==> config.mk <==
export PLATFORM = sky130hd
export DESIGN_NAME = fib_seq_engine
export DESIGN_NICKNAME = d
export VERILOG_FILES = /design/src/rtl/fib_seq_pkg.sv /design/src/rtl/fib_seq_step.sv /design/src/rtl/fib_seq_engine.sv
export SDC_FILE = /design/constraint.sdc
export NUM_CORES = 1
export LEC_CHECK = 0
export CORE_UTILIZATION = 57
export CTS_BUF_LIST = sky130_fd_sc_hd__clkbuf_4
export DETAILED_ROUTE_END_ITERATION = 10
export MAX_ROUTING_LAYER = met4
export PLACE_DENSITY = 0.83
export SYNTH_ARGS = -nofsm -noshare
export SYNTH_HDL_FRONTEND = slang
export SYNTH_SLANG_ARGS = --single-unit
export TNS_END_PERCENT = 30
==> constraint.sdc <==
create_clock -name clk -period 6.8 [get_ports clk]
set_clock_uncertainty 0.2 [all_clocks]
set_input_delay 1.02 -clock clk [delete_from_list [all_inputs] [get_ports clk]]
set_output_delay 1.02 -clock clk [all_outputs]
set_load 0.05 [all_outputs]
==> src/rtl/fib_seq_pkg.sv <==
// Shared types and default widths for the fib_seq_engine compute leaf.
package fib_seq_pkg;

  localparam int W_DEF  = 32;
  localparam int NW_DEF = 6;

  typedef enum logic [1:0] {
    IDLE = 2'd0,
    RUN  = 2'd1,
    DONE = 2'd2
  } state_t;

endpackage : fib_seq_pkg

==> src/rtl/fib_seq_step.sv <==
// One recurrence step: W+1-bit sum of a and b, optionally reduced by a single
// conditional subtract of the modulus.
module fib_seq_step
  import fib_seq_pkg::*;
#(
  parameter int W = W_DEF
) (
  input  logic [W-1:0] a,
  input  logic [W-1:0] b,
  input  logic [W-1:0] m,
  input  logic         mod_active,
  output logic [W-1:0] next_a,
  output logic         carry
);

  logic [W:0] sum;

  always_comb begin
    sum    = {1'b0, a} + {1'b0, b};
    next_a = sum[W-1:0];
    carry  = sum[W] & ~mod_active;
    // Low W bits of (sum - m) equal sum[W-1:0] - m modulo 2^W.
    if (mod_active && (sum >= {1'b0, m})) begin
      next_a = sum[W-1:0] - m;
    end
  end

endmodule : fib_seq_step

==> src/rtl/fib_seq_engine.sv <==
// Two-term recurrence engine with r_enable start / w_enable done handshake.
// Optional per-step trace outputs are enabled by defining FIB_SEQ_TRACE_EN.
module fib_seq_engine
  import fib_seq_pkg::*;
#(
  parameter int W  = W_DEF,
  parameter int NW = NW_DEF
) (
  input  logic          clk,
  input  logic          rst,
  input  logic          r_enable,
  input  logic [NW-1:0] init_n,
  input  logic [W-1:0]  init_a,
  input  logic [W-1:0]  init_b,
  input  logic          mod_en,
  input  logic [W-1:0]  modulus,
  output logic          w_enable,
  output logic [W-1:0]  result,
  output logic          overflow,
  output logic          busy
`ifdef FIB_SEQ_TRACE_EN
  ,
  output logic          step_valid,
  output logic [W-1:0]  step_value
`endif
);

  state_t        state_reg, state_next;
  logic [W-1:0]  a_reg, a_next;
  logic [W-1:0]  b_reg, b_next;
  logic [NW-1:0] cnt_reg, cnt_next;
  logic          mod_reg, mod_next;
  logic [W-1:0]  m_reg, m_next;
  logic [W-1:0]  result_reg, result_next;
  logic          ovf_reg, ovf_next;

  logic [W-1:0]  step_a;
  logic          step_carry;

`ifdef FIB_SEQ_TRACE_EN
  logic          step_valid_reg, step_valid_next;
  logic [W-1:0]  step_value_reg, step_value_next;
`endif

  fib_seq_step #(
    .W(W)
  ) u_step (
    .a         (a_reg),
    .b         (b_reg),
    .m         (m_reg),
    .mod_active(mod_reg),
    .next_a    (step_a),
    .carry     (step_carry)
  );

  always_ff @(posedge clk) begin
    if (rst) begin
      state_reg  <= IDLE;
      a_reg      <= '0;
      b_reg      <= '0;
      cnt_reg    <= '0;
      mod_reg    <= 1'b0;
      m_reg      <= '0;
      result_reg <= '0;
      ovf_reg    <= 1'b0;
    end else begin
      state_reg  <= state_next;
      a_reg      <= a_next;
      b_reg      <= b_next;
      cnt_reg    <= cnt_next;
      mod_reg    <= mod_next;
      m_reg      <= m_next;
      result_reg <= result_next;
      ovf_reg    <= ovf_next;
    end
  end

`ifdef FIB_SEQ_TRACE_EN
  always_ff @(posedge clk) begin
    if (rst) begin
      step_valid_reg <= 1'b0;
      step_value_reg <= '0;
    end else begin
      step_valid_reg <= step_valid_next;
      step_value_reg <= step_value_next;
    end
  end
`endif

  always_comb begin
    state_next  = state_reg;
    a_next      = a_reg;
    b_next      = b_reg;
    cnt_next    = cnt_reg;
    mod_next    = mod_reg;
    m_next      = m_reg;
    result_next = result_reg;
    ovf_next    = ovf_reg;
`ifdef FIB_SEQ_TRACE_EN
    step_valid_next = 1'b0;
    step_value_next = step_value_reg;
`endif

    case (state_reg)
      IDLE: begin
        if (r_enable) begin
          a_next   = init_a;
          b_next   = init_b;
          cnt_next = init_n;
          // A zero modulus degrades to plain wrap-around arithmetic.
          mod_next = mod_en && (modulus != '0);
          m_next   = modulus;
          ovf_next = 1'b0;
          if (init_n == '0) begin
            state_next  = DONE;
            result_next = init_a;
          end else begin
            state_next = RUN;
          end
        end
      end

      RUN: begin
        a_next   = step_a;
        b_next   = a_reg;
        cnt_next = cnt_reg - NW'(1);
        ovf_next = ovf_reg | step_carry;
`ifdef FIB_SEQ_TRACE_EN
        step_valid_next = 1'b1;
        step_value_next = step_a;
`endif
        // Result is captured on the DONE entry edge so it is valid with w_enable.
        if (cnt_reg == NW'(1)) begin
          state_next  = DONE;
          result_next = step_a;
        end
      end

      DONE: begin
        state_next = IDLE;
      end

      default: begin
        state_next = IDLE;
      end
    endcase
  end

  always_comb begin
    w_enable = (state_reg == DONE);
    busy     = (state_reg != IDLE);
    result   = result_reg;
    overflow = ovf_reg;
  end

`ifdef FIB_SEQ_TRACE_EN
  always_comb begin
    step_valid = step_valid_reg;
    step_value = step_value_reg;
  end
`endif

endmodule : fib_seq_engine

==> out/qor.yml, run 1 <==
layout:
  drive_gt1_frac: 0.0563
  utilization: 0.686
  fin_cells: 1606
  fill_cells: 1455
  nNetsFinal: 1546
  syn2layout_area_growth_pct: 17.5
die:
  std_cell_rows: 47
  die_area_sq_um: 17600
  coreArea_sq_um: 16600
  die_w_microns: 133
  ioPinCount: 141
  start_util: 0.584
  dieHeight_microns: 133
sta:
  worstMarginPinSlew_ns: 1.10
  rsz0062_at_grt: "false"
  layout_worst_path_cycle_share: 0.921
  slew_violations: 0
  fin_setup_tns_ns: 0
  min_period_ns: 6.27
  hold_viol_final: 0
  finalSetupViolations: 0
  max_slew_margin: 0.264
  fmaxAchievable_ghz: 0.160
clock_network:
  cts_max_level: 4
  cts.clk_slew.worst_paths_ns: 0.12
  cts_buffers: 17
  clock_tree.root_cell: "clkbuf_4"
  clock_sinks: 138
  clk_path_buf_depth: 2
  cts_hold_buf: 0
  postCtsSetupBuffers: 0
  clk_latency_ns: 0.58
  postCtsResizedCells: 0
  cts_tree: "yes"
setup_path:
  cp_data_required_time_ns: 7.12
  cpMaxStageDelayCell: "a211oi_1"
  worst_path_largest_cell_delay_ns: 0.44
  worstPathCellList: "ha_1 -> fa_1 -> a21oi_1 -> o211ai_1 -> a21o_1 -> o21ba_1 -> a211oi_1 -> o21bai_1 -> a21oi_1 -> xnor2_1 -> ha_1 -> a21oi_1 -> o21ai_0 -> or3_1 -> o21ai_1 -> nand3_1 -> and3b_1 -> and3b_1 -> buf_4 -> a21oi_2 -> o211ai_1 -> and3_1"
  critPathKind: "reg2reg"
  ff2ff_path_depth: 22
  crit_fanout: 23
  crit_arrival_ns: 6.59
  critPathLaunchType: "register"
  cp-end-kind: "register"
  crit_top_cell: "a21oi_1"
logic_synthesis:
  yosysWarnings: 0
  synth_cell_types: 68
  synthTopCellsByCount: "nand2_1, dfxtp_1, a21oi_1"
  netlist_top_cells_area: "dfxtp_1, nand2_1, ha_1"
  avgSynthCellArea_sq_um: 7.56
  synth_top_area_cell: "dfxtp_1"
  synth_edf_count: 0
  synth_async_sr_flop_share: 0
  synth-seq-cells: 138
  syn_area_sq_um: 9720
  synth_top_area_share: 0.284
  yosysSeqAreaShare: 0.284
  yosysMostFrequentCell: "nand2_1"
  syn_nets: 1459
  ys.flop_type: "dfxtp_1"
  syn_inst: 1285
place:
  port-buffer-count: 140
  place.gp.congestion: 0.953
  dpl.cell_count: 1573
  hpwl_microns: 21600
power:
  power_density_nw_per_um2: 275
  totalPowerFinal_mw: 3.14
  leakage_nw: 4.42
  ir_drop_mv: 0.200
job:
  maxCapViolCount: 0
min_path:
  hold_depth: 2
  hold_class: "reg2reg"
routing:
  drtPass1Iterations: 5
  wl_per_cell_microns: 18.4
  wl_microns: 29600
  drt-vias-per-instance: 6.34
  drtAntennaViolNets: 0
  drc: 0
  drt_iter0_markers: 958
  vias: 10200
global_routing:
  grt_max_degree: 102
  grt_first_pass_wirelength_microns: 47500
  overflow: 0
  grt_util_all_layers: 0.349
  antenna_found_initial: 1
  first_global_vias: 9363
status:
  status: "completed"
## stage by stage
stage	worst slack, ns	instance area [sq um]	hold slack, ns
after floorplan	1.61	9720	0.236
after global placement	0.861	11200	0.242
after detailed placement	0.785	11200	0.248
after CTS	0.731	11400	0.265
after global routing	0.129	11400	0.281
final	0.534	11400	0.265
## area by class of cell
cell class	instances	area [sq um]	share of cell area
Antenna cell	1	2.50	0.000219
Tap cell	220	275	0.0241
Multi-Input combinational cell	1006	6420	0.562
Clock inverter	15	125	0.0110
Inverter	57	214	0.0187
Sequential cell	138	2760	0.242
Timing Repair Buffer	152	1490	0.130
Clock buffer	17	128	0.0112
## critical path: cells and delay by family (launching register included)
| family | cells | cell delay (ns) |
|---|---|---|
| adders and majority gates | 3 | 1.03 |
| DFF | 1 | 0.36 |
| buffers and inverters | 1 | 0.39 |
| and+or+nand+nor | 5 | 1.31 |
| xor gates and xnor gates | 1 | 0.20 |
| AOI/OAI and AO/OA | 12 | 2.69 |
## cell families after synthesis
family / Yosys count / share of synthesized area
simple gates: 456 / 0.206
compound gates: 433 / 0.318
buf+inv: 141 / 0.0581
flops: 138 / 0.284
fa+ha+maj: 68 / 0.0891
xor+xnor: 47 / 0.0424
mux: 2 / 0.00206
## placed cells by master (no fill, tap or decap), types with 13 or more instances in the layout
master and count:
a211oi_1 54, a21o_1 26, a21oi_1 102, a311oi_1 60, and3_1 13, buf_4 13
clkbuf_4 17, clkdlybuf4s50_1 139, dfxtp_1 138, ha_1 66, inv_1 57, nand2_1 235
nand3_1 51, nor2_1 80, nor3_1 18, o21ai_0 62, o31ai_1 29, xnor2_1 31
xor2_1 16
## report_power, final
| part | total [mW] | switching, mW | internal (mW) | leakage [nW] |
|---|---|---|---|---|
| logic | 1.69 | 1.04 | 0.649 | 3.16 |
| clock network | 0.509 | 0.330 | 0.179 | 0.126 |
| registers | 0.944 | 0.0597 | 0.884 | 1.13 |
## path summary, 6_finish.rpt
kind                                        startpoint  slack (ns)                endpoint
worst min-delay path            m_reg[12]$_SDFFE_PP0P_        0.26  m_reg[12]$_SDFFE_PP0P_
worst max register to register   a_reg[0]$_SDFFE_PP0P_        0.53  a_reg[23]$_SDFFE_PP0P_
worst min register to register  m_reg[12]$_SDFFE_PP0P_        0.26  m_reg[12]$_SDFFE_PP0P_
worst max-delay path             a_reg[0]$_SDFFE_PP0P_        0.53  a_reg[23]$_SDFFE_PP0P_
## layer usage
layer / part of all wire / track usage / vias up
li1: - / - / 4895
met1: 0.46 / 0.470 / 4775
met2: 0.44 / 0.517 / 452
met3: 0.079 / 0.0709 / 62
met4: 0.023 / 0.119 / 0
met5: 0 / - / -
No activity file was read; power rests on OpenSTA's default activity.
==> run 2, diff against run 1 <==
--- a/config.mk
+++ b/config.mk
@@ -5,6 +5,7 @@
 export SDC_FILE = /design/constraint.sdc
 export NUM_CORES = 1
 export LEC_CHECK = 0
+export CORE_MARGIN = 2
 export CORE_UTILIZATION = 57
 export CTS_BUF_LIST = sky130_fd_sc_hd__clkbuf_4
 export DETAILED_ROUTE_END_ITERATION = 10
==> run 2 against run 1 <==
  * Final cell count hardly changed
  * Global-route usage decreased by 0.62 points
  * Fmax rose by 0.39%
  * Hold slack better by 0.0011 ns
  * Highest routed layer unchanged
  * Die area is 3.0% higher
  * Setup slack improved by 0.025 ns
  * Largest cell class unchanged
  * Clock-buffer cell count unchanged
  * Largest power group unchanged
  * Register-to-register slack better by 0.02 ns
==> out/qor.yml, run 2 (synthesis gave the netlist of run 1 again) <==
layout:
  syn2layout_area_growth_pct: 17.9  # was 17.5%
  drive_gt1_frac: 0.0571  # was 0.0563
  layout_common_cells: "nand2_1, clkdlybuf4s50_1, dfxtp_1, a21oi_1, nor2_1"  # unchanged
  register_area_sq_um: 2760  # unchanged
  nNetsFinal: 1545  # was 1546
  fill_cells: 1431  # was 1455
  final_common_cell: "nand2_1"  # unchanged
  multiInputGateArea_sq_um: 6420  # unchanged
  final_area_sq_um: 11500  # was 11400 sq um
setup_path:
  cp_data_required_time_ns: 7.06  # was 7.12 ns
  cpMaxStageDelayCell: "a211oi_1"  # unchanged
  crit_arrival_ns: 6.51  # was 6.59 ns
  worst_path_largest_cell_delay_ns: 0.44  # about the same
  cp-end-kind: "register"  # unchanged
  worstPathCellList: "ha_1 -> fa_1 -> a21oi_1 -> o211ai_1 -> a21o_1 -> o21ba_1 -> a211oi_1 -> o21bai_1 -> a21oi_1 -> xnor2_1 -> ha_1 -> a21oi_1 -> o21ai_0 -> or3_1 -> o21ai_1 -> nand3_1 -> and3b_1 -> and3b_1 -> buf_4 -> a211oi_1 -> a211oi_1 -> o31ai_1"  # was ha_1 -> fa_1 -> a21oi_1 -> o211ai_1 -> a21o_1 -> o21ba_1 -> a211oi_1 -> o21bai_1 -> a21oi_1 -> xnor2_1 -> ha_1 -> a21oi_1 -> o21ai_0 -> or3_1 -> o21ai_1 -> nand3_1 -> and3b_1 -> and3b_1 -> buf_4 -> a21oi_2 -> o211ai_1 -> and3_1
  crit_buf_inv: 1  # unchanged
  critPathLaunchType: "register"  # unchanged
  critical_path.startpoint: "a_reg[0]$_SDFFE_PP0P_"  # unchanged
  crit_fanout: 23  # unchanged
  cp_top_family: "compound AO/OA/AOI/OAI gates"  # unchanged
  critPathKind: "reg2reg"  # unchanged
  reg2reg_from: "a_reg[0]$_SDFFE_PP0P_"  # unchanged
sta:
  timing.hold.ws_ns: 0.266  # was 0.265 ns
  slew_violations: 0  # unchanged
  fmaxAchievable_ghz: 0.160  # about the same
  worstMarginPinSlew_ns: 1.09  # was 1.10 ns
  finalSetupViolations: 0  # unchanged
  hold_viol_final: 0  # unchanged
  max_slew_margin: 0.267  # was 0.264
  rsz0062_at_grt: "false"  # unchanged
  min_period_ns: 6.24  # was 6.27 ns
  layout_worst_path_cycle_share: 0.918  # was 0.921
  fin_setup_tns_ns: 0  # unchanged
die:
  coreArea_sq_um: 16600  # unchanged
  die_w_microns: 135  # was 133 microns
  die_area_sq_um: 18100  # was 17600 sq um
  dieHeight_microns: 135  # was 133 microns
  ioPinCount: 141  # unchanged
  std_cell_rows: 47  # unchanged
  start_util: 0.584  # unchanged
clock_network:
  cts_buffers: 17  # unchanged
  cts.clk_slew.worst_paths_ns: 0.13  # was 0.12 ns
  cts_tree: "yes"  # unchanged
  clock_sinks: 138  # unchanged
  clock_tree.root_cell: "clkbuf_4"  # unchanged
  cts_max_level: 4  # unchanged
  clk_latency_ns: 0.60  # was 0.58 ns
  cts_hold_buf: 0  # unchanged
  postCtsResizedCells: 0  # unchanged
  clk_path_buf_depth: 2  # unchanged
  postCtsSetupBuffers: 0  # unchanged
job:
  maxCapViolCount: 0  # unchanged
power:
  ir_drop_mv: 0.171  # was 0.200 mV
  power_density_nw_per_um2: 280  # was 275 nW/um^2
  leakage_nw: 4.44  # was 4.42 nW
routing:
  vias: 10200  # about the same
  wl_microns: 30200  # was 29600 microns
  drt_iter0_markers: 1018  # was 958
  drtPass1Iterations: 9  # was 5
  wl_per_cell_microns: 18.8  # was 18.4 microns
  drt-vias-per-instance: 6.35  # was 6.34
  drc: 0  # unchanged
  drtAntennaViolNets: 0  # unchanged
global_routing:
  grt_max_degree: 102  # unchanged
  grt_util_all_layers: 0.342  # was 0.349
  grt_first_pass_wirelength_microns: 48200  # was 47500 microns
  overflow: 0  # unchanged
  first_global_vias: 9453  # was 9363
  antenna_found_initial: 1  # unchanged
place:
  place.gp.congestion: 0.967  # was 0.953
  port-buffer-count: 140  # unchanged
  placed_area_sq_um: 11200  # about the same
  hpwl_microns: 21800  # was 21600 microns
status:
  status: "completed"  # unchanged
min_path:
  hp-start: "m_reg[20]$_SDFFE_PP0P_"  # was m_reg[12]$_SDFFE_PP0P_
  hold_class: "reg2reg"  # unchanged
-- run 2: cell count changes in the layout (fill, tap and decap cells not counted), sizes merged --
| cell | previous run | this run |
|---|---|---|
| inv | 60 | 66 |
| clkinv | 6 | 1 |
| buf | 13 | 12 |
| bufinv | 1 | 2 |
| clkinvlp | 5 | 3 |
-- run 2: where the power goes --
group	leakage, nW	internal (mW)	switching (mW)	total [mW]
logic	3.15	0.649	1.03	1.68
registers	1.13	0.884	0.0589	0.943
clock network	0.155	0.231	0.359	0.590
total	4.44	1.76	1.45	3.21
-- run 2: final cells by class --
cell class,count,share of cell area
Antenna cell,1,0.000218
Clock inverter,15,0.0153
Sequential cell,138,0.241
Tap cell,220,0.0240
Clock buffer,17,0.0111
Timing Repair Buffer,151,0.129
Multi-Input combinational cell,1006,0.560
Inverter,57,0.0187
-- run 2: layer usage --
| metal | global-route usage | up-vias | share of wire |
|---|---|---|---|
| met1 | 0.461 | 4737 | 0.45 |
| met4 | 0.106 | 0 | 0.021 |
| met5 | - | - | 0 |
| met2 | 0.516 | 505 | 0.45 |
| li1 | - | 4891 | - |
| met3 | 0.0739 | 53 | 0.087 |
-- run 2: path summary, 6_finish.rpt --
path	end	slack [ns]	depth (start not counted)
max reg2reg	result[19]$_SDFFE_PP0P_	0.56	22
min	m_reg[20]$_SDFFE_PP0P_	0.27	2
max	result[19]$_SDFFE_PP0P_	0.56	22
min reg2reg	m_reg[20]$_SDFFE_PP0P_	0.27	2
-- run 2: worst reg2reg max path: cells and delay by family, from the launching register on --
| family | cells | cell delay [ns] |
|---|---|---|
| compound gates | 13 | 2.91 |
| simple gates | 4 | 1.10 |
| fa+ha+maj | 3 | 0.99 |
| buf+inv | 1 | 0.39 |
| flops | 1 | 0.35 |
| xor+xnor | 1 | 0.19 |
-- run 2: stage by stage --
stage	utilization	instances	setup slack (ns)	power, mW
2_1_floorplan	-	1285	1.61	2.18
3_3_place_gp	0.670	1572	0.821	2.58
3_5_place_dp	0.670	1572	0.669	2.60
4_1_cts	0.688	1604	0.636	3.18
5_1_grt	0.688	1605	0.194	3.41
6_report	0.688	1605	0.559	3.21
==> run 3, diff against run 2 <==
--- a/config.mk
+++ b/config.mk
@@ -5,9 +5,10 @@
 export SDC_FILE = /design/constraint.sdc
 export NUM_CORES = 1
 export LEC_CHECK = 0
+export CAP_MARGIN = 20
 export CORE_MARGIN = 2
 export CORE_UTILIZATION = 57
-export CTS_BUF_LIST = sky130_fd_sc_hd__clkbuf_4
+export CTS_BUF_LIST = sky130_fd_sc_hd__clkbuf_8
 export DETAILED_ROUTE_END_ITERATION = 10
 export MAX_ROUTING_LAYER = met4
 export PLACE_DENSITY = 0.83
==> run 3 against run 2 <==
  * Sequential share of layout area decreased by 0.22 points
  * Global-route usage is 0.26 points higher
  * Sequential power about the same
  * Die area unchanged
  * First-iteration DRC count down 6.7%
  * Critical path type unchanged
  * Critical endpoint is now a_reg[18]$_SDFFE_PP0P_
  * Largest cell class unchanged
==> out/qor.yml, run 3 (synthesis gave the netlist of run 1 again) <==
status:
  status: "completed"  # unchanged
setup_path:
  critPathLaunchType: "register"  # unchanged
  critPathKind: "reg2reg"  # unchanged
  crit_arrival_ns: 6.35  # was 6.51 ns
  cp_data_required_time_ns: 6.91  # was 7.06 ns
  crit_fanout: 23  # unchanged
  cp-end-kind: "register"  # unchanged
routing:
  drt_iter0_markers: 950  # was 1018
  drtAntennaViolNets: 0  # unchanged
  drtPass1Iterations: 5  # was 9
  vias: 10200  # about the same
  wl_met3_microns: 2820  # was 2630 microns
  drc: 0  # unchanged
  wl_met2_microns: 13700  # was 13400 microns
  drt-vias-per-instance: 6.35  # about the same
  m1WireLength_microns: 13300  # was 13500 microns
  wl_microns: 30400  # was 30200 microns
  wl_per_cell_microns: 18.9  # was 18.8 microns
  dr.max_layer_used: "met4"  # unchanged
power:
  leakage_nw: 4.49  # was 4.44 nW
  ir_drop_mv: 0.279  # was 0.171 mV
  power_density_nw_per_um2: 289  # was 280 nW/um^2
  totalPowerFinal_mw: 3.34  # was 3.21 mW
min_path:
  hold_class: "reg2reg"  # unchanged
sta:
  worstMarginPinSlew_ns: 1.10  # was 1.09 ns
  fmaxAchievable_ghz: 0.160  # about the same
  max_slew_margin: 0.263  # was 0.267
  rsz0062_at_grt: "false"  # unchanged
  slew_violations: 0  # unchanged
  hold_viol_final: 0  # unchanged
  min_period_ns: 6.24  # about the same
  layout_worst_path_cycle_share: 0.917  # was 0.918
  finalSetupViolations: 0  # unchanged
  timing.hold.ws_ns: 0.262  # was 0.266 ns
  fin_setup_tns_ns: 0  # unchanged
clock_network:
  postCtsSetupBuffers: 0  # unchanged
  cts_hold_buf: 0  # unchanged
  clk_latency_ns: 0.49  # was 0.60 ns
  clk_path_buf_depth: 2  # unchanged
  cts_max_level: 4  # unchanged
  clock_sinks: 138  # unchanged
  postCtsResizedCells: 0  # unchanged
  clock_tree.root_cell: "clkbuf_8"  # was clkbuf_4
  cts_tree: "yes"  # unchanged
  cts.clk_slew.worst_paths_ns: 0.10  # was 0.13 ns
  cts_buffers: 17  # unchanged
die:
  ioPinCount: 141  # unchanged
  coreArea_sq_um: 16600  # unchanged
  start_util: 0.584  # unchanged
  std_cell_rows: 47  # unchanged
  die_w_microns: 135  # unchanged
  die_area_sq_um: 18100  # unchanged
  dieHeight_microns: 135  # unchanged
layout:
  drive_gt1_frac: 0.0571  # unchanged
  layout_common_cells: "nand2_1, clkdlybuf4s50_1, dfxtp_1, a21oi_1, nor2_1"  # unchanged
  fin_cells: 1604  # was 1605
  diodes: 0  # was 1
  nNetsFinal: 1545  # unchanged
  multiInputGateArea_sq_um: 6420  # unchanged
  final_common_cell: "nand2_1"  # unchanged
  utilization: 0.695  # was 0.688
  fill_cells: 1408  # was 1431
  register_area_sq_um: 2760  # unchanged
  syn2layout_area_growth_pct: 19.0  # was 17.9%
place:
  hpwl_microns: 21800  # unchanged
  place.gp.congestion: 0.967  # unchanged
  dpl.cell_count: 1572  # unchanged
  port-buffer-count: 140  # unchanged
global_routing:
  overflow: 0  # unchanged
  grt_first_pass_wirelength_microns: 48600  # was 48200 microns
  grt_util_all_layers: 0.345  # was 0.342
  grt_max_degree: 102  # unchanged
  first_global_vias: 9464  # was 9453
  antenna_found_initial: 0  # was 1
job:
  maxCapViolCount: 0  # unchanged
## run 3: worst paths after layout
check,cells after the start,slack [ns],endpoint,start
worst max register to register,22,0.56,a_reg[18]$_SDFFE_PP0P_,a_reg[0]$_SDFFE_PP0P_
worst min-delay path,2,0.26,m_reg[6]$_SDFFE_PP0P_,m_reg[6]$_SDFFE_PP0P_
worst min register to register,2,0.26,m_reg[6]$_SDFFE_PP0P_,m_reg[6]$_SDFFE_PP0P_
worst max-delay path,22,0.56,a_reg[18]$_SDFFE_PP0P_,a_reg[0]$_SDFFE_PP0P_
## run 3: critical path, cell delays in order, from the launching register on
cell       delay, ns
dfxtp_1         0.34
ha_1            0.22
fa_1            0.42
a21oi_1         0.26
o211ai_1        0.16
a21o_1          0.21
o21ba_1         0.25
a21o_1          0.23
a2111oi_0       0.39
nor3_1          0.13
xor2_1          0.33
ha_1            0.33
inv_1           0.16
a21oi_1         0.06
or3_1           0.33
o21ai_1         0.19
nand3_1         0.15
and3b_1         0.21
and3b_1         0.38
buf_4           0.40
a211oi_1        0.13
a211oi_1        0.45
a311oi_1        0.11
## run 3: report_power, final
| group | switching, mW | internal, mW |
|---|---|---|
| Combinational | 1.03 | 0.649 |
| Sequential | 0.0590 | 0.884 |
| Clock | 0.378 | 0.338 |
## run 3: layer usage
metal | track usage | up-vias
met5 | - | -
met4 | 0.0982 | 0
met3 | 0.0672 | 51
met2 | 0.522 | 496
met1 | 0.470 | 4745
li1 | - | 4892
## run 3: final cells by class
cell class                      instances  area share
Sequential cell                       138       0.239
Clock buffer                           17      0.0202
Clock inverter                         15      0.0152
Inverter                               57      0.0185
Multi-Input combinational cell       1006       0.555
Tap cell                              220      0.0238
Timing Repair Buffer                  151       0.128
## run 3: stage by stage
| stage | setup slack, ns | instance area, sq um |
|---|---|---|
| detailed placement | 0.669 | 11200 |
| CTS | 0.610 | 11600 |
| floorplan | 1.61 | 9720 |
| finish | 0.562 | 11600 |
| global route | 0.253 | 11600 |
| global placement | 0.821 | 11200 |
==> variant 1: new RTL, flow settings as in run 1 <==
`W_DEF`: 32 -> 16.
--- a/src/rtl/fib_seq_pkg.sv
+++ b/src/rtl/fib_seq_pkg.sv
@@ -1,7 +1,7 @@
 // Shared types and default widths for the fib_seq_engine compute leaf.
 package fib_seq_pkg;
 
-  localparam int W_DEF  = 32;
+  localparam int W_DEF  = 16;
   localparam int NW_DEF = 6;
 
   typedef enum logic [1:0] {
Ports: changed (resized init_a, init_b, modulus and result); port bits go from 141 to 77. The function was not compared with the original's and may differ.
==> variant 1 against run 1 <==
Non-clock buffer count decreased by 70; cell count decreased by 50%; via count decreased by 50%; combinational power decreased by 50%; sequential cell count decreased by 64; synthesized area decreased by 49%; routed wire length decreased by 49%; worst setup slack improved by 1.2 ns; power decreased by 45%; fmax increased by 23%; sequential power decreased by 45%; final area decreased by 48%; first-iteration DRC count decreased by 66%; critical path type unchanged; highest routed layer unchanged.
==> variant 1: results (changes against run 1) <==
- Result of the run: completed (unchanged).
* Clock-cell share of area: 3.08% (was 2.21%)
* GRT met2 Usage: 52.8% (was 51.7%)
* Switching Share: 42.2% (was 45.5%)
- Worst-Margin Slew: 1.16 ns (was 1.10 ns)
- Signal buffers: 82 (was 152)
- The later-pin clock latency in the skew report is 0.45 ns (was 0.58 ns).
- Antenna diode count: 0 (was 1)
- Tap cell instance count: 105 (was 220)
* Met3 routed wirelength: 1180 µm (was 2340 µm)
- The end of the worst register-to-register path is result[8]$_SDFFE_PP0P_ (was a_reg[23]$_SDFFE_PP0P_).
- The met1 routed wirelength after detailed routing came to 6720 µm (was 13,700 µm).
- The initial antenna violation count was 0 (was 1).
- The first-pass GRT wire length is 23,400 µm (was 47,500 µm).
- The worst hold margin was 0.259 ns (was 0.265 ns).
- The mean post-synth cell area was 7.76 µm² (was 7.56 µm²).
* CP Data Arrival Time: 5.23 ns (was 6.59 ns)
- The number of inserted filler cells in the final layout is 695 (was 1,455).
- The reported net switching power was 731 µW (was 1.43 mW).
* XOR/XNOR Fraction of Synth Area: 4.41% (was 4.24%)
- The fraction of area in multi-input gates was 54.3% (was 56.2%).
- The post-synthesis share of cell area spent on full adders, half adders and majority gates is 9.37% (was 8.91%).
- Sequential cell area: 0.00148 mm² (was 0.00276 mm²)
- Routing usage on met3: 7.42% (was 7.09%)
- The estimated wirelength of the detail-placed design is 11,000 µm (was 21,600 µm).
- VDD IR max: 0.152 mV (was 0.200 mV)
- Met2 Routed Length: 6690 µm (was 12,900 µm)
- The synthesized-area fraction occupied by ao, oa, aoi and oai cells came to 29.1% (was 31.8%).
* Number of different library cells in the post-synthesis netlist: 67 (was 68)
- Inverter count: 30 (was 57)
## variant 1: worst max-delay path, stage by stage (launching register included)
cell                        delay [ns]
sky130_fd_sc_hd__dfxtp_1          0.38
sky130_fd_sc_hd__ha_1             0.22
sky130_fd_sc_hd__fa_1             0.25
sky130_fd_sc_hd__a211oi_1         0.10
sky130_fd_sc_hd__o21bai_1         0.20
sky130_fd_sc_hd__a21oi_2          0.12
sky130_fd_sc_hd__o211a_4          0.28
sky130_fd_sc_hd__or4b_2           0.62
sky130_fd_sc_hd__o2111ai_2        0.12
sky130_fd_sc_hd__ha_1             0.30
sky130_fd_sc_hd__nand4_1          0.14
sky130_fd_sc_hd__o41ai_2          0.11
sky130_fd_sc_hd__nor4_1           0.56
sky130_fd_sc_hd__a211oi_2         0.19
sky130_fd_sc_hd__nor2_1           0.59
sky130_fd_sc_hd__o211ai_1         0.32
sky130_fd_sc_hd__a32o_1           0.27
## variant 1: how the worst max path moves through the flow
stage | from | endpoint | slack [ns] | depth (start not counted)
2_1_floorplan | a_reg[0]$_SDFFE_PP0P_ | result[12]$_SDFFE_PP0P_ | 2.71 | 17
3_3_place_gp | a_reg[0]$_SDFFE_PP0P_ | result[8]$_SDFFE_PP0P_ | 2.03 | 16
3_5_place_dp | a_reg[0]$_SDFFE_PP0P_ | result[8]$_SDFFE_PP0P_ | 1.88 | 16
4_1_cts | a_reg[0]$_SDFFE_PP0P_ | result[8]$_SDFFE_PP0P_ | 1.81 | 16
5_1_grt | a_reg[0]$_SDFFE_PP0P_ | a_reg[10]$_SDFFE_PP0P_ | 1.43 | 16
6_report | a_reg[0]$_SDFFE_PP0P_ | result[8]$_SDFFE_PP0P_ | 1.72 | 16
==> variant 2: new RTL, config.mk and constraints of run 1 <==
Without the edit above. The 3 states of `state_t` get a one-hot encoding in 3 bits.
--- a/src/rtl/fib_seq_pkg.sv
+++ b/src/rtl/fib_seq_pkg.sv
@@ -4,10 +4,10 @@
   localparam int W_DEF  = 32;
   localparam int NW_DEF = 6;
 
-  typedef enum logic [1:0] {
-    IDLE = 2'd0,
-    RUN  = 2'd1,
-    DONE = 2'd2
+  typedef enum logic [2:0] {
+    IDLE = 3'b001,
+    RUN  = 3'b010,
+    DONE = 3'b100
   } state_t;
 
 endpackage : fib_seq_pkg
Function: same outputs for any inputs over 4 cycles, from zero or initial values and one cycle with rst high; so few cycles prove little.
==> variant 2 against run 1 <==
Power increased by 2.0%; synthesized area increased by 0.67%; final area increased by 0.71%; largest power group unchanged; sequential cell count increased by 1; worst setup slack improved by 0.16 ns; count of clock-buffer cells in the layout increased by 1; routed wire length increased by 4.8%; fmax increased by 2.7%; critical endpoint is now a_reg[26]$_SDFFE_PP0P_; synthesized cell count increased by 0.62%.
==> variant 2: results (changes against run 1) <==
* Static Leakage: 4.67 nW (was 4.42 nW)
- Result of the run: completed (unchanged).
- The average wire per standard cell was 19.3 µm (was 18.4 µm).
* Most used standard cells in the synthesized netlist: sky130_fd_sc_hd__nand2_1, sky130_fd_sc_hd__dfxtp_1, sky130_fd_sc_hd__nor2_1 (was sky130_fd_sc_hd__nand2_1, sky130_fd_sc_hd__dfxtp_1, sky130_fd_sc_hd__a21oi_1)
* Power of the clock network: 613 µW (was 509 µW)
- CP Data Arrival Time: 6.39 ns (was 6.59 ns)
* Number of different library cells in the post-synthesis netlist: 73 (was 68)
- The via count of the routed design came to 10,000 (was 10,200).
* Post-placement cell area: 0.0112 mm² (about the same)
- Crit path max fanout: 13 (was 23)
* Fill cells: 1,484 (was 1,455)
* Pin count of the biggest net entering global routing: 97 (was 102)
- Router iterations before antenna repair: 6 (was 5)
- Seq/Total Area, Yosys: 28.4% (about the same)
- The number of global-route vias before repair is 9,441 (was 9,363).
- Fraction of layout cells with a size suffix above 1: 6.12% (was 5.63%)
* Top post-synthesis cells by area: sky130_fd_sc_hd__dfxtp_1, sky130_fd_sc_hd__nand2_1, sky130_fd_sc_hd__ha_1 (unchanged)
- The number of design-rule violations left by the first detailed-router iteration came to 673 (was 958).
* Synthesized Nets: 1,467 (was 1,459)
- VDD IR max: 0.203 mV (was 0.200 mV)
- Synthesized instance count: 1,293 (was 1,285)
- Global-route wire length before repair: 48,900 µm (was 47,500 µm)
- The slowest stage cell on the critical path was sky130_fd_sc_hd__a221oi_1 (was sky130_fd_sc_hd__a211oi_1).
- Global routing usage summed across all routing layers: 36.4% (was 34.9%)
* Weighted congestion at the end of routability-driven global placement: 1.02 (was 0.953)
- Inst Count DP: 1,577 (was 1,573)
- The sequential cell fraction of total power was 30.2% (was 30.0%).
## variant 2: changes by cell type in the layout (fill, tap and decap cells not counted), sizes merged, moves of 12 or more
cell,delta
a211oi,-53
a21oi,+15
a311oi,-20
mux2,+12
mux2i,+12
nand2,-12
nand3,+12
nor2,+45
o41ai,+17
## variant 2: cell type report
type	instances	share of cell area (%)
clock inverter	13	1.52
antenna	1	0.0218
tap	220	2.39
multi-input combinational	1011	56.0
timing repair buffer	150	12.8
inverter	57	1.86
sequential	139	24.2
clock buffer	18	1.18
## variant 2: worst register-to-register path, cell delays in order, from the launching register on
cell,delay [ns]
sky130_fd_sc_hd__dfxtp_1,0.35
sky130_fd_sc_hd__ha_1,0.24
sky130_fd_sc_hd__fa_1,0.41
sky130_fd_sc_hd__nand3_1,0.09
sky130_fd_sc_hd__nand2_1,0.12
sky130_fd_sc_hd__a21oi_1,0.24
sky130_fd_sc_hd__o21ai_0,0.19
sky130_fd_sc_hd__a221oi_1,0.54
sky130_fd_sc_hd__o211ai_1,0.17
sky130_fd_sc_hd__a21oi_1,0.20
sky130_fd_sc_hd__xnor2_1,0.17
sky130_fd_sc_hd__ha_1,0.36
sky130_fd_sc_hd__a21o_1,0.22
sky130_fd_sc_hd__a211o_1,0.29
sky130_fd_sc_hd__or3_4,0.41
sky130_fd_sc_hd__o211ai_4,0.24
sky130_fd_sc_hd__o211ai_4,0.16
sky130_fd_sc_hd__o21ai_4,0.54
sky130_fd_sc_hd__buf_4,0.29
sky130_fd_sc_hd__mux2_4,0.32
sky130_fd_sc_hd__a311oi_1,0.28
## variant 2: cells by family (layout without fill, tap and decap cells)
group | count (synthesis) | after routing | synth area share [%]
muxes | 26 | 26 | 3.01
and+or+nand+nor | 491 | 491 | 21.8
xor gates and xnor gates | 53 | 53 | 4.75
AOI/OAI and AO/OA | 373 | 373 | 27.1
adders and majority gates | 68 | 68 | 8.85
buffers and inverters | 143 | 238 | 6.06
DFF | 139 | 139 | 28.4
other | 0 | 1 | 0
## variant 2: path summary, 6_finish.rpt
path                                              from                      to  slack [ns]  depth (start not counted)
worst min register to register  m_reg[24]$_SDFFE_PP0P_  m_reg[24]$_SDFFE_PP0P_        0.26                          2
worst min-delay path            m_reg[24]$_SDFFE_PP0P_  m_reg[24]$_SDFFE_PP0P_        0.26                          2
worst max register to register   a_reg[0]$_SDFFE_PP0P_  a_reg[26]$_SDFFE_PP0P_        0.70                         20
worst max-delay path             a_reg[0]$_SDFFE_PP0P_  a_reg[26]$_SDFFE_PP0P_        0.70                         20
## variant 2: routing by layer
| metal | global-route usage (%) | part of all wire, % |
|---|---|---|
| met4 | 19.7 | 5.2 |
| met5 | - | 0 |
| met2 | 59.5 | 47 |
| met1 | 42.9 | 41 |
| met3 | 5.79 | 7.0 |
